**config.mk**
```make
export PLATFORM = sky130hd
export DESIGN_NAME = me_store_buf
export DESIGN_NICKNAME = d
export VERILOG_FILES = /design/src/rtl/me_store_buf.sv
export SDC_FILE = /design/constraint.sdc
export NUM_CORES = 1
export LEC_CHECK = 0
export ABC_CLOCK_PERIOD_IN_PS = 7800
export CAP_MARGIN = 0
export CORE_MARGIN = 1.5
export CORE_UTILIZATION = 55
export CTS_CLUSTER_DIAMETER = 50
export DETAILED_ROUTE_END_ITERATION = 8
export DONT_BUFFER_PORTS = 1
export GPL_TIMING_DRIVEN = 0
export PLACE_DENSITY = 0.76
export SLEW_MARGIN = 0
export SYNTH_ARGS = -nofsm -noshare
export SYNTH_HDL_FRONTEND = slang
export SYNTH_SLANG_ARGS = --single-unit
```
**constraint.sdc**
```tcl
create_clock -name clk -period 7.8 [get_ports clk]
set_clock_uncertainty 0.05 [all_clocks]
set_input_delay 1.95 -clock clk [delete_from_list [all_inputs] [get_ports clk]]
set_output_delay 1.95 -clock clk [all_outputs]
set_load 0.1 [all_outputs]
```
**src/rtl/me_store_buf.sv**
```systemverilog
// Store buffer between the memory-access stage and data memory: in-order FIFO
// drained by a two-state bus FSM, with load RAW-hazard and full-store stall.
module me_store_buf #(
  parameter int DEPTH = 4
) (
  input  logic                       clk,
  input  logic                       rst_n,
  input  logic                       mem_we_i,
  input  logic [31:0]                mem_waddr_i,
  input  logic [3:0]                 mem_w_sel_i,
  input  logic [31:0]                mem_data_i,
  input  logic                       ld_req_i,
  input  logic [31:0]                ld_addr_i,
  output logic                       bus_req_o,
  output logic [31:0]                bus_addr_o,
  output logic [3:0]                 bus_sel_o,
  output logic [31:0]                bus_data_o,
  input  logic                       bus_ack_i,
  output logic                       full_o,
  output logic                       empty_o,
  output logic [$clog2(DEPTH):0]     count_o,
  output logic                       hold_flag_o
);
  localparam int PW = $clog2(DEPTH);
  localparam int CW = PW + 1;

  typedef struct packed {
    logic [29:0] addr;
    logic [3:0]  sel;
    logic [31:0] data;
  } sb_ent_t;

  typedef enum logic {S_IDLE, S_REQ} state_t;

  sb_ent_t          r_mem [DEPTH];
  logic [DEPTH-1:0] r_vld;
  logic [PW-1:0]    r_wr_ptr, r_rd_ptr;
  logic [CW-1:0]    r_count;
  state_t           r_state, w_state_nxt;
  sb_ent_t          r_bus;

  logic             w_full, w_push_try, w_push, w_pop, w_load;
  logic [CW-1:0]    w_cnt_nxt;
  logic [PW-1:0]    w_rd_ptr_inc;
  sb_ent_t          w_new, w_load_ent;
  logic [DEPTH-1:0] w_hit;
  logic             w_unused;

  assign w_unused     = ^{ld_addr_i[1:0], mem_waddr_i[1:0]};
  assign w_full       = (r_count == CW'(DEPTH));
  assign w_push_try   = mem_we_i && (mem_w_sel_i != 4'b0000);
  assign w_push       = w_push_try && !w_full;
  assign w_pop        = (r_state == S_REQ) && bus_ack_i;
  assign w_cnt_nxt    = r_count + CW'(w_push) - CW'(w_pop);
  assign w_rd_ptr_inc = r_rd_ptr + PW'(1);
  assign w_new        = '{addr: mem_waddr_i[31:2], sel: mem_w_sel_i, data: mem_data_i};

  always_comb begin
    w_state_nxt = r_state;
    w_load      = 1'b0;
    w_load_ent  = r_mem[r_rd_ptr];
    case (r_state)
      S_IDLE: begin
        if (r_count != '0) begin
          w_state_nxt = S_REQ;
          w_load      = 1'b1;
        end
      end
      S_REQ: begin
        if (bus_ack_i) begin
          if (w_cnt_nxt != '0) begin
            w_load = 1'b1;
            // With one entry left the next head is the store arriving this edge
            w_load_ent = (r_count == CW'(1)) ? w_new : r_mem[w_rd_ptr_inc];
          end else begin
            w_state_nxt = S_IDLE;
          end
        end
      end
      default: w_state_nxt = S_IDLE;
    endcase
  end

  always_ff @(posedge clk) begin
    if (w_push) r_mem[r_wr_ptr] <= w_new;
  end

  always_ff @(posedge clk) begin
    if (rst_n) begin
      r_vld    <= '0;
      r_wr_ptr <= '0;
      r_rd_ptr <= '0;
      r_count  <= '0;
      r_state  <= S_IDLE;
      r_bus    <= '0;
    end else begin
      r_count <= w_cnt_nxt;
      r_state <= w_state_nxt;
      if (w_pop) begin
        r_rd_ptr        <= w_rd_ptr_inc;
        r_vld[r_rd_ptr] <= 1'b0;
      end
      if (w_push) begin
        r_wr_ptr        <= r_wr_ptr + PW'(1);
        r_vld[r_wr_ptr] <= 1'b1;
      end
      if (w_load) r_bus <= w_load_ent;
    end
  end

  // The entry currently on the bus stays valid until its ack, so it is still checked
  for (genvar i = 0; i < DEPTH; i++) begin : g_hit
    assign w_hit[i] = r_vld[i] && (r_mem[i].addr == ld_addr_i[31:2]);
  end

  assign hold_flag_o = (ld_req_i && (|w_hit)) || (w_push_try && w_full);
  assign bus_req_o   = (r_state == S_REQ);
  assign bus_addr_o  = {r_bus.addr, 2'b00};
  assign bus_sel_o   = r_bus.sel;
  assign bus_data_o  = r_bus.data;
  assign full_o      = w_full;
  assign empty_o     = (r_count == '0);
  assign count_o     = r_count;
endmodule

```
# Word-level counts from Yosys, hierarchy flattened
# Memory sizes are Yosys's and may differ from the RTL's. A register that Yosys moved wholly into a read port is not among the register bits.
# Index checks and enable logic that the tools add are counted.
[word_totals]
reg_bits = 78
output_inout_bits = 75
word_cells = 66
input_bits = 105
n_memories = 1
ram_bits = 264
[op_classes]
eq_ne = 6
n_bitwise = 4
magnitude_cmp = 4
n_reduce_logical = 18
muxes = 21
add_sub_neg = 4
[memory_table]
columns = ["memory", "depth", "width", "rd", "rd_clocked_by_memory_dff", "write_ports", "line", "source"]
rows = [
  ["r_mem", 4, 66, 6, 1, 1, "35", "sb_ent_t r_mem [DEPTH];"],
]
[op_table]
columns = ["cell", "count"]
rows = [
  ["2-to-1 mux 66 bit", 4],
  ["== test 30 bit", 4],
  ["2-to-1 mux 4 bit", 3],
  ["logical AND 1 bit", 11],
  ["2-to-1 mux 1 bit", 8],
  ["less-than comparator 2 x 3 -> 1 bit, second input constant", 2],
  ["nonzero test 3 bit", 2],
  ["adder 2 x 1 -> 2 bit, second input constant", 2],
  ["bitwise AND 4 bit", 1],
  ["demux 1 bit (select 2 bit)", 2],
  [">= comparator 2 x 1 -> 1 bit, second input constant", 2],
  ["2-to-1 mux 2 bit", 2],
  ["inverter 4 bit", 1],
  ["bitwise OR 4 bit", 1],
  ["one-hot mux 1 bit (2 select lines)", 2],
  ["nonzero test 4 bit", 1],
  ["OR reduction 4 bit", 1],
  ["adder 3 x 1 -> 3 bit", 1],
  ["== test 3 x 1 -> 1 bit, second input constant", 1],
  ["== test 3 bit, second input constant", 1],
  ["zero test 3 bit", 1],
  ["subtractor 3 x 1 -> 3 bit", 1],
  ["zero test 1 bit", 1],
  ["logical OR 1 bit", 1],
  ["inverter 1 bit", 1],
]

# Logic depth before layout (Yosys ltp)
# Gate-level depths: netlist of run 1.
[logic_depth]
word_depth = 10
ltp_mapped = 17
mapped_depth_nobuf = 15

# Worst setup path before layout of run 1
# OpenSTA, ideal clock, no wires.
[synth_timing]
path_type = "input to output"
startpoint = "input port ld_addr_i[25]"
endpoint = "output port hold_flag_o"
path_stages = 6
setup_slack_ps = 1990
t_required_ps = 5800
t_arrival_ps = 3810
path_buffers = 1
cell_sequence = "clkbuf_1 xor2_1 a2111oi_0 nand4_1 o311ai_0 o2bb2ai_1"
[synth_between]
elab_chain_len = 5
elab_cells_between_ends = 11
classes_between = "4 x eq/ne; 7 x reduce/logical"
[synth_rtl]
columns = ["element", "line", "source"]
rows = [
  ["from (decl)", "13", "input logic [31:0] ld_addr_i,"],
  ["== test 30 bit", "113", "assign w_hit[i] = r_vld[i] && (r_mem[i].addr == ld_addr_i[31:2]);"],
  ["logical AND 1 bit", "113", ""],
  ["OR reduction 4 bit *", "116", "assign hold_flag_o = (ld_req_i && (|w_hit)) || (w_push_try && w_full);"],
  ["logical AND 1 bit *", "116", ""],
  ["logical OR 1 bit *", "116", ""],
  ["to (decl)", "22", "output logic hold_flag_o"],
]
# Every way passes the cells marked *; elsewhere a longest branch is shown, timed or not.

# Worst setup path in the final report of run 1
[layout_timing]
startpoint = "input port ld_addr_i[9]"
endpoint = "output port hold_flag_o"
# Same word-level chain as after synthesis.

==> results of run 1 <==
cells in the mapped netlist:
cell type and number:
a2111oi_0 1, a211oi_1 18, a21oi_1 62, a221oi_1 1, a22oi_1 58, and2_1 5
buf_1 3, buf_2 28, buf_4 6, buf_6 3, buf_8 1, clkbuf_1 48
conb_1 1, dfxtp_1 80, edfxtp_1 264, fa_1 1, ha_1 10, inv_1 12
mux2_2 57, mux2i_1 11, mux4_1 5, mux4_2 127, nand2_1 63, nand3_1 2
nand4_1 22, nor2_1 13, nor2_2 1, nor2b_1 13, nor3_1 2, nor3_2 1
nor3b_1 1, nor4_1 13, o22ai_1 1, o2bb2ai_1 1, o311ai_0 1, o41ai_1 1
xnor2_1 81, xnor3_1 1, xor2_1 39
report_power, final:
part / internal, W / total [W] / leakage [nW] / switching, W
Combinational: 0.00101 / 0.00222 / 2.09 / 0.00121
Clock: 0.00102 / 0.00176 / 0.607 / 0.000743
Sequential: 0.00233 / 0.00393 / 3.07 / 0.00159
layout make-up:
cell class | instances | area, um2 | area share
sequential | 344 | 9530 | 0.517
multi-input combinational | 614 | 6580 | 0.357
clock buffer | 51 | 1080 | 0.0587
tap | 390 | 488 | 0.0265
buffer | 89 | 425 | 0.0231
clock inverter | 20 | 155 | 0.00842
timing repair buffer | 5 | 125 | 0.00679
inverter | 12 | 45.0 | 0.00244
worst max-delay path by stage:
stage	startpoint	end	slack, ps
3_5_place_dp	ld_addr_i[25]	hold_flag_o	1450
2_1_floorplan	ld_addr_i[25]	hold_flag_o	1990
5_1_grt	ld_addr_i[25]	hold_flag_o	1370
6_report	ld_addr_i[9]	hold_flag_o	1470
3_3_place_gp	ld_addr_i[9]	hold_flag_o	1210
4_1_cts	ld_addr_i[25]	hold_flag_o	1430
flip-flops by register name, summed over array words and instances, names as in the netlist, named ones only:
| name | count |
|---|---|
| r_vld | 4 |
| r_mem | 264 |
| bus_req_o | 1 |
| bus_addr_o | 30 |
| r_rd_ptr | 2 |
| bus_sel_o | 4 |
| bus_data_o | 32 |
| r_wr_ptr | 2 |
| count_o | 3 |
routing by layer:
metal	global-route usage	up-vias	part of all wire
li1	-	4267	-
met1	0.360	5141	0.38
met2	0.454	553	0.48
met3	0.0883	104	0.11
met4	0.0943	2	0.033
met5	0	-	0.00035
logic make-up after synthesis:
| family | after synthesis |
|---|---|
| flip-flops | 344 |
| multiplexers | 200 |
| AO/OA/AOI/OAI | 144 |
| AND/OR/NAND/NOR | 136 |
| XOR/XNOR | 121 |
| buffers and inverters | 101 |
| adder cells (fa/ha/maj) | 11 |
| other | 1 |
cells in the final DEF, fill, tap and decap left out, types with 22 or more instances in the layout:
master     synthesis  final
buf_2             28     28
edfxtp_1         264    264
xnor2_1           81     81
mux4_2           127    127
a21oi_1           62     62
a22oi_1           58     58
clkbuf_1          48     55
nand4_1           22     22
dfxtp_1           80     80
xor2_1            39     39
nand2_1           63     63
clkbuf_16          0     40
mux2_2            57     57
worst max-delay path, delay by kind of cell:
family,cells,cell delay (ps)
xor gates and xnor gates,1,110
buffers and inverters,1,260
and+or+nand+nor,2,540
AOI/OAI and AO/OA,2,1470
metrics by stage:
step                instance area (um2)  std cells   util  power, W  hold slack, ps
detailed placement                17200       1454  0.580   0.00617             454
global placement                  17000       1449  0.575   0.00610             436
global route                      18400       1525  0.622   0.00820             502
finish                            18400       1525  0.622   0.00791             458
floorplan                         16600       1059      -   0.00553             406
CTS                               18400       1525  0.622   0.00793             467
==> flow_summary.ini, run 1 <==
[yosys]
ys_types = 39
yosys.area.top_type = edfxtp_1
syn_area_mm2 = 0.0166
synthCells = 1058
synth_top_family_by_area = multiplexers
synthMuxAreaShare = 0.226
yosys_warnings = 0
synth_compound_area_frac = 0.0562
yosysSeqAreaShare = 0.576
yosys.area_share.simple = 0.0399
synth_area_per_cell_um2 = 15.6
synthAdderAreaFrac = 0.00877
ys_ff_latch = 344
synthXorXnorAreaFrac = 0.0648
ys_top_cells_by_area = edfxtp_1 (48%), mux4_2 (17%), dfxtp_1 (9.7%)
yosysTopAreaCellShare = 0.479

[final_layout]
areaGrowthSynthToFinish_pct = 11.3
nFillCells = 2182
antenna_cells = 0
fin_nets = 1221
drive_above_1_share = 0.260

[power]
vdd_drop_max_mv = 0.327
power_density_mw_per_mm2 = 429
p_leak_nw = 5.77

[cts]
cts_made_buffers = 39
clockBufferDepth = 3
clk_pin_slew_ps = 60
cts.htree.levels = 2
cts_resized = 0
cts_sinks = 344
cts_root_buf = clkbuf_16
tritoncts = built
postCtsSetupBuffers = 0
clk_latency_ps = 530
hold_buffers = 0

[hold_path]
hold_path_class = flip-flop to flip-flop
min_to = r_vld[0]
worstHoldStart = r_vld[0]
whs_path_depth = 2

[timing]
max_freq_mhz = 158
final-setup-viol-count = 0
worst_slack_ps = 1470
worstMarginPinSlew_ps = 1230
timing.final.crit_share = 0.812
relSlewSlack = 0.175
tns_ps = 0
rsz0062_at_grt = no
slew_viol_final = 0
final.min_clock_period_ps = 6330
hold_viol_final = 0

[critical_path]
worst_r2r_startpoint = count_o[1]
rrSetupSlack_ps = 2530
critPathSlowestCell = o311ai_0
reg2regPathDepth = 16
arrival_ps = 4330
endpoint_kind = output pin
critPathKind = input port to output pin
crit_path_cell_trace = clkbuf_1, xor2_1, nor4_1, nand4_1, o311ai_0, o2bb2ai_2
startpoint_type = input port
r2r-end = bus_addr_o[9]
required_ps = 5800
cp_max_fo = 4
slowest_delay_ps = 870

[detailed_routing]
remaining_drc_errors = 0
wl_um = 42800
drt_first_pass_iters = 5
vias = 10067
via_per_inst = 6.60
wl_per_cell_um = 28.0
first_iter_violations = 903
ant_nets = 0

[global_route]
grt_max_degree = 45
grt_usage = 0.280
grt_pass1_wl_um = 64000
grt_pass1_vias = 10504
antenna_found_initial = 1
overflow = 0

[floorplan]
die-area_mm2 = 0.0312
core_area_mm2 = 0.0296
die_width_um = 177
io_pins = 180
num_rows = 63
initial_core_util = 0.559
die_y_um = 177

[placement]
dp_slack_ps = 1450
finalWeightedCongestion = 0.935
place_hpwl_um = 29000
portBuffers = 0

[run]
maxCapViolations = 0

[outcome]
status = completed
(Power assumes the default switching activity.)
==> run 2, diff against run 1 <==
--- a/config.mk
+++ b/config.mk
@@ -5,7 +5,7 @@
 export SDC_FILE = /design/constraint.sdc
 export NUM_CORES = 1
 export LEC_CHECK = 0
-export ABC_CLOCK_PERIOD_IN_PS = 7800
+export ABC_CLOCK_PERIOD_IN_PS = 6300
 export CAP_MARGIN = 0
 export CORE_MARGIN = 1.5
 export CORE_UTILIZATION = 55
==> constraint.sdc (replaced) <==
create_clock -name clk -period 6.3 [get_ports clk]
set_clock_uncertainty 0.05 [all_clocks]
set_input_delay 1.575 -clock clk [delete_from_list [all_inputs] [get_ports clk]]
set_output_delay 1.575 -clock clk [all_outputs]
set_load 0.1 [all_outputs]
==> results of run 2 <==
The final DEF is identical to that of run 1. Status: completed.
Main changes from that run: setup slack after placement 1450 ps -> 695 ps; setup slack after layout 1470 ps -> 719 ps; register-to-register setup slack 2530 ps -> 1030 ps; total power 0.00791 W -> 0.00979 W; worst IR drop on VDD 0.327 mV -> 0.405 mV
==> run 3, diff against run 2 <==
--- a/config.mk
+++ b/config.mk
@@ -6,7 +6,7 @@
 export NUM_CORES = 1
 export LEC_CHECK = 0
 export ABC_CLOCK_PERIOD_IN_PS = 6300
-export CAP_MARGIN = 0
+export CAP_MARGIN = 20
 export CORE_MARGIN = 1.5
 export CORE_UTILIZATION = 55
 export CTS_CLUSTER_DIAMETER = 50
==> run 3 against run 2 <==
  * Sequential power barely moved
  * Via count down 1.0%
  * Die area unchanged
  * Sequential share of layout area fell by 0.60 points
  * Maximum frequency up 1.5%
  * Register-to-register slack improved by 160 ps
  * Utilization increased by 0.73 points
  * Largest power group unchanged
  * Setup slack gained 83 ps
  * Combinational power is 2% higher
==> flow_summary.ini, run 3 (synthesis gave the netlist of run 1 again) <==
[final_layout]
fin_util = 0.629
layout_commonest_cell = edfxtp_1
layout_common_cells = edfxtp_1 (264), mux4_2 (127), xnor2_1 (81), dfxtp_1 (80), nand2_1 (63)
drive_above_1_share = 0.266
largest_register_ffs = 264
fin_nets = 1225
nFillCells = 2184
regMostFlops = r_mem
areaGrowthSynthToFinish_pct = 12.6

[cts]
cts_root_buf = clkbuf_16
clk_pin_slew_ps = 60
cts_resized = 0
cts_made_buffers = 40
cts_sinks = 344
clk_latency_ps = 530
tritoncts = built
cts.htree.levels = 2
clockBufferDepth = 3
postCtsSetupBuffers = 0
hold_buffers = 0

[critical_path]
crit_start = ld_addr_i[8]
r2r-end = bus_addr_o[9]
cp.depth = 7
startpoint_type = input port
crit_end = hold_flag_o
worst_r2r_startpoint = count_o[0]
critPathSlowestCell = o311ai_0
arrival_ps = 3870
cp_max_fo = 4
endpoint_kind = output pin
critPathKind = input port to output pin
reg2regPathDepth = 16
path_buf_inv = 2
required_ps = 4680
critPathTopFamily = compound AO/OA/AOI/OAI gates
crit_path_cell_trace = buf_1, xor2_1, nor4_1, nand4_1, o311ai_0, o2bb2ai_2, buf_16
rrSetupSlack_ps = 1190
slowest_delay_ps = 940

[power]
pwr-share-comb = 0.279
finalPower_w = 0.0101
clockPowerShare = 0.241
p_sw_frac = 0.438
intPower_w = 0.00565
p_leak_nw = 5.88
vdd_drop_max_mv = 0.402
seq_power_share = 0.480
power_density_mw_per_mm2 = 540
p_sw_w = 0.00441

[detailed_routing]
vias = 9964
first_iter_violations = 1068
remaining_drc_errors = 0
wl_um = 42600
wl_per_cell_um = 27.8
via_per_inst = 6.50
ant_nets = 0
drt_first_pass_iters = 5

[global_route]
grt_usage = 0.279
overflow = 0
grt_pass1_wl_um = 63800
grt_pass1_vias = 10504
grt_max_degree = 45
antenna_found_initial = 3

[timing]
hold_viol_final = 0
final.min_clock_period_ps = 5500
tns_ps = 0
relSlewSlack = 0.242
worstMarginPinSlew_ps = 1140
final-setup-viol-count = 0
timing.final.crit_share = 0.873
slew_viol_final = 0
rsz0062_at_grt = no
max_freq_mhz = 182

[hold_path]
hold_path_class = flip-flop to flip-flop

[floorplan]
initial_core_util = 0.559
core_area_mm2 = 0.0296
io_pins = 180
num_rows = 63
die_width_um = 177
die_y_um = 177
die-area_mm2 = 0.0312

[placement]
finalWeightedCongestion = 0.935
place_hpwl_um = 29000
portBuffers = 0

[outcome]
status = completed

[run]
maxCapViolations = 0
==> run 3: cell count changes in the layout (fill, tap and decap cells not counted) <==
cell	previous run	this run
buf_16	4	6
bufinv_16	1	6
clkbuf_1	55	57
clkbuf_16	40	41
clkinv_1	4	0
clkinv_2	7	8
clkinv_4	2	3
clkinv_8	1	0
clkinvlp_4	2	1
diode_2	0	2
==> run 3: worst min-delay path by stage <==
stage	startpoint	end	slack, ps	depth (start not counted)
2_1_floorplan	r_vld[0]	r_vld[0]	410	2
3_3_place_gp	r_vld[1]	r_vld[1]	440	2
3_5_place_dp	r_vld[0]	r_vld[0]	460	2
4_1_cts	r_vld[0]	r_vld[0]	470	2
5_1_grt	r_vld[3]	r_vld[3]	500	2
6_report	r_vld[0]	r_vld[0]	470	2
==> run 3: routing by layer <==
| metal | vias to the layer above | global-route usage | part of all wire |
|---|---|---|---|
| met2 | 483 | 0.447 | 0.48 |
| met5 | - | 0 | 0 |
| met4 | 0 | 0.0950 | 0.032 |
| li1 | 4277 | - | - |
| met1 | 5120 | 0.368 | 0.38 |
| met3 | 84 | 0.0775 | 0.10 |
==> run 3: layout make-up <==
type	instances	area (um2)	share of cell area
Tap cell	390	488	0.0262
Clock buffer	53	1110	0.0596
Sequential cell	344	9530	0.511
Antenna cell	2	5.00	0.000268
Buffer	89	425	0.0228
Timing Repair Buffer	8	184	0.00986
Multi-Input combinational cell	614	6580	0.353
Clock inverter	21	280	0.0150
Inverter	12	45.0	0.00242
==> run 3: tightest hold or removal path: cells and delay by family (launching register included) <==
| family | cells | cell delay [ps] |
|---|---|---|
| flip-flops | 1 | 350 |
| AO/OA/AOI/OAI | 1 | 70 |
| AND/OR/NAND/NOR | 1 | 80 |
==> run 3: stage by stage <==
step                worst slack (ps)  cell area (um2)  instances  hold slack (ps)
global route                     711            18600       1532              502
CTS                              870            18600       1529              472
floorplan                       1240            16600       1059              406
global placement                 393            17000       1449              436
finish                           802            18700       1533              474
detailed placement               874            17200       1455              455
==> run 3: power by group through the flow <==
stage | registers (W) | clock network [W] | logic [W]
global placement | 0.00491 | 0 | 0.00264
finish | 0.00484 | 0.00243 | 0.00281
floorplan | 0.00480 | 0 | 0.00205
detailed placement | 0.00490 | 0 | 0.00275
global route | 0.00489 | 0.00253 | 0.00301
CTS | 0.00486 | 0.00244 | 0.00277
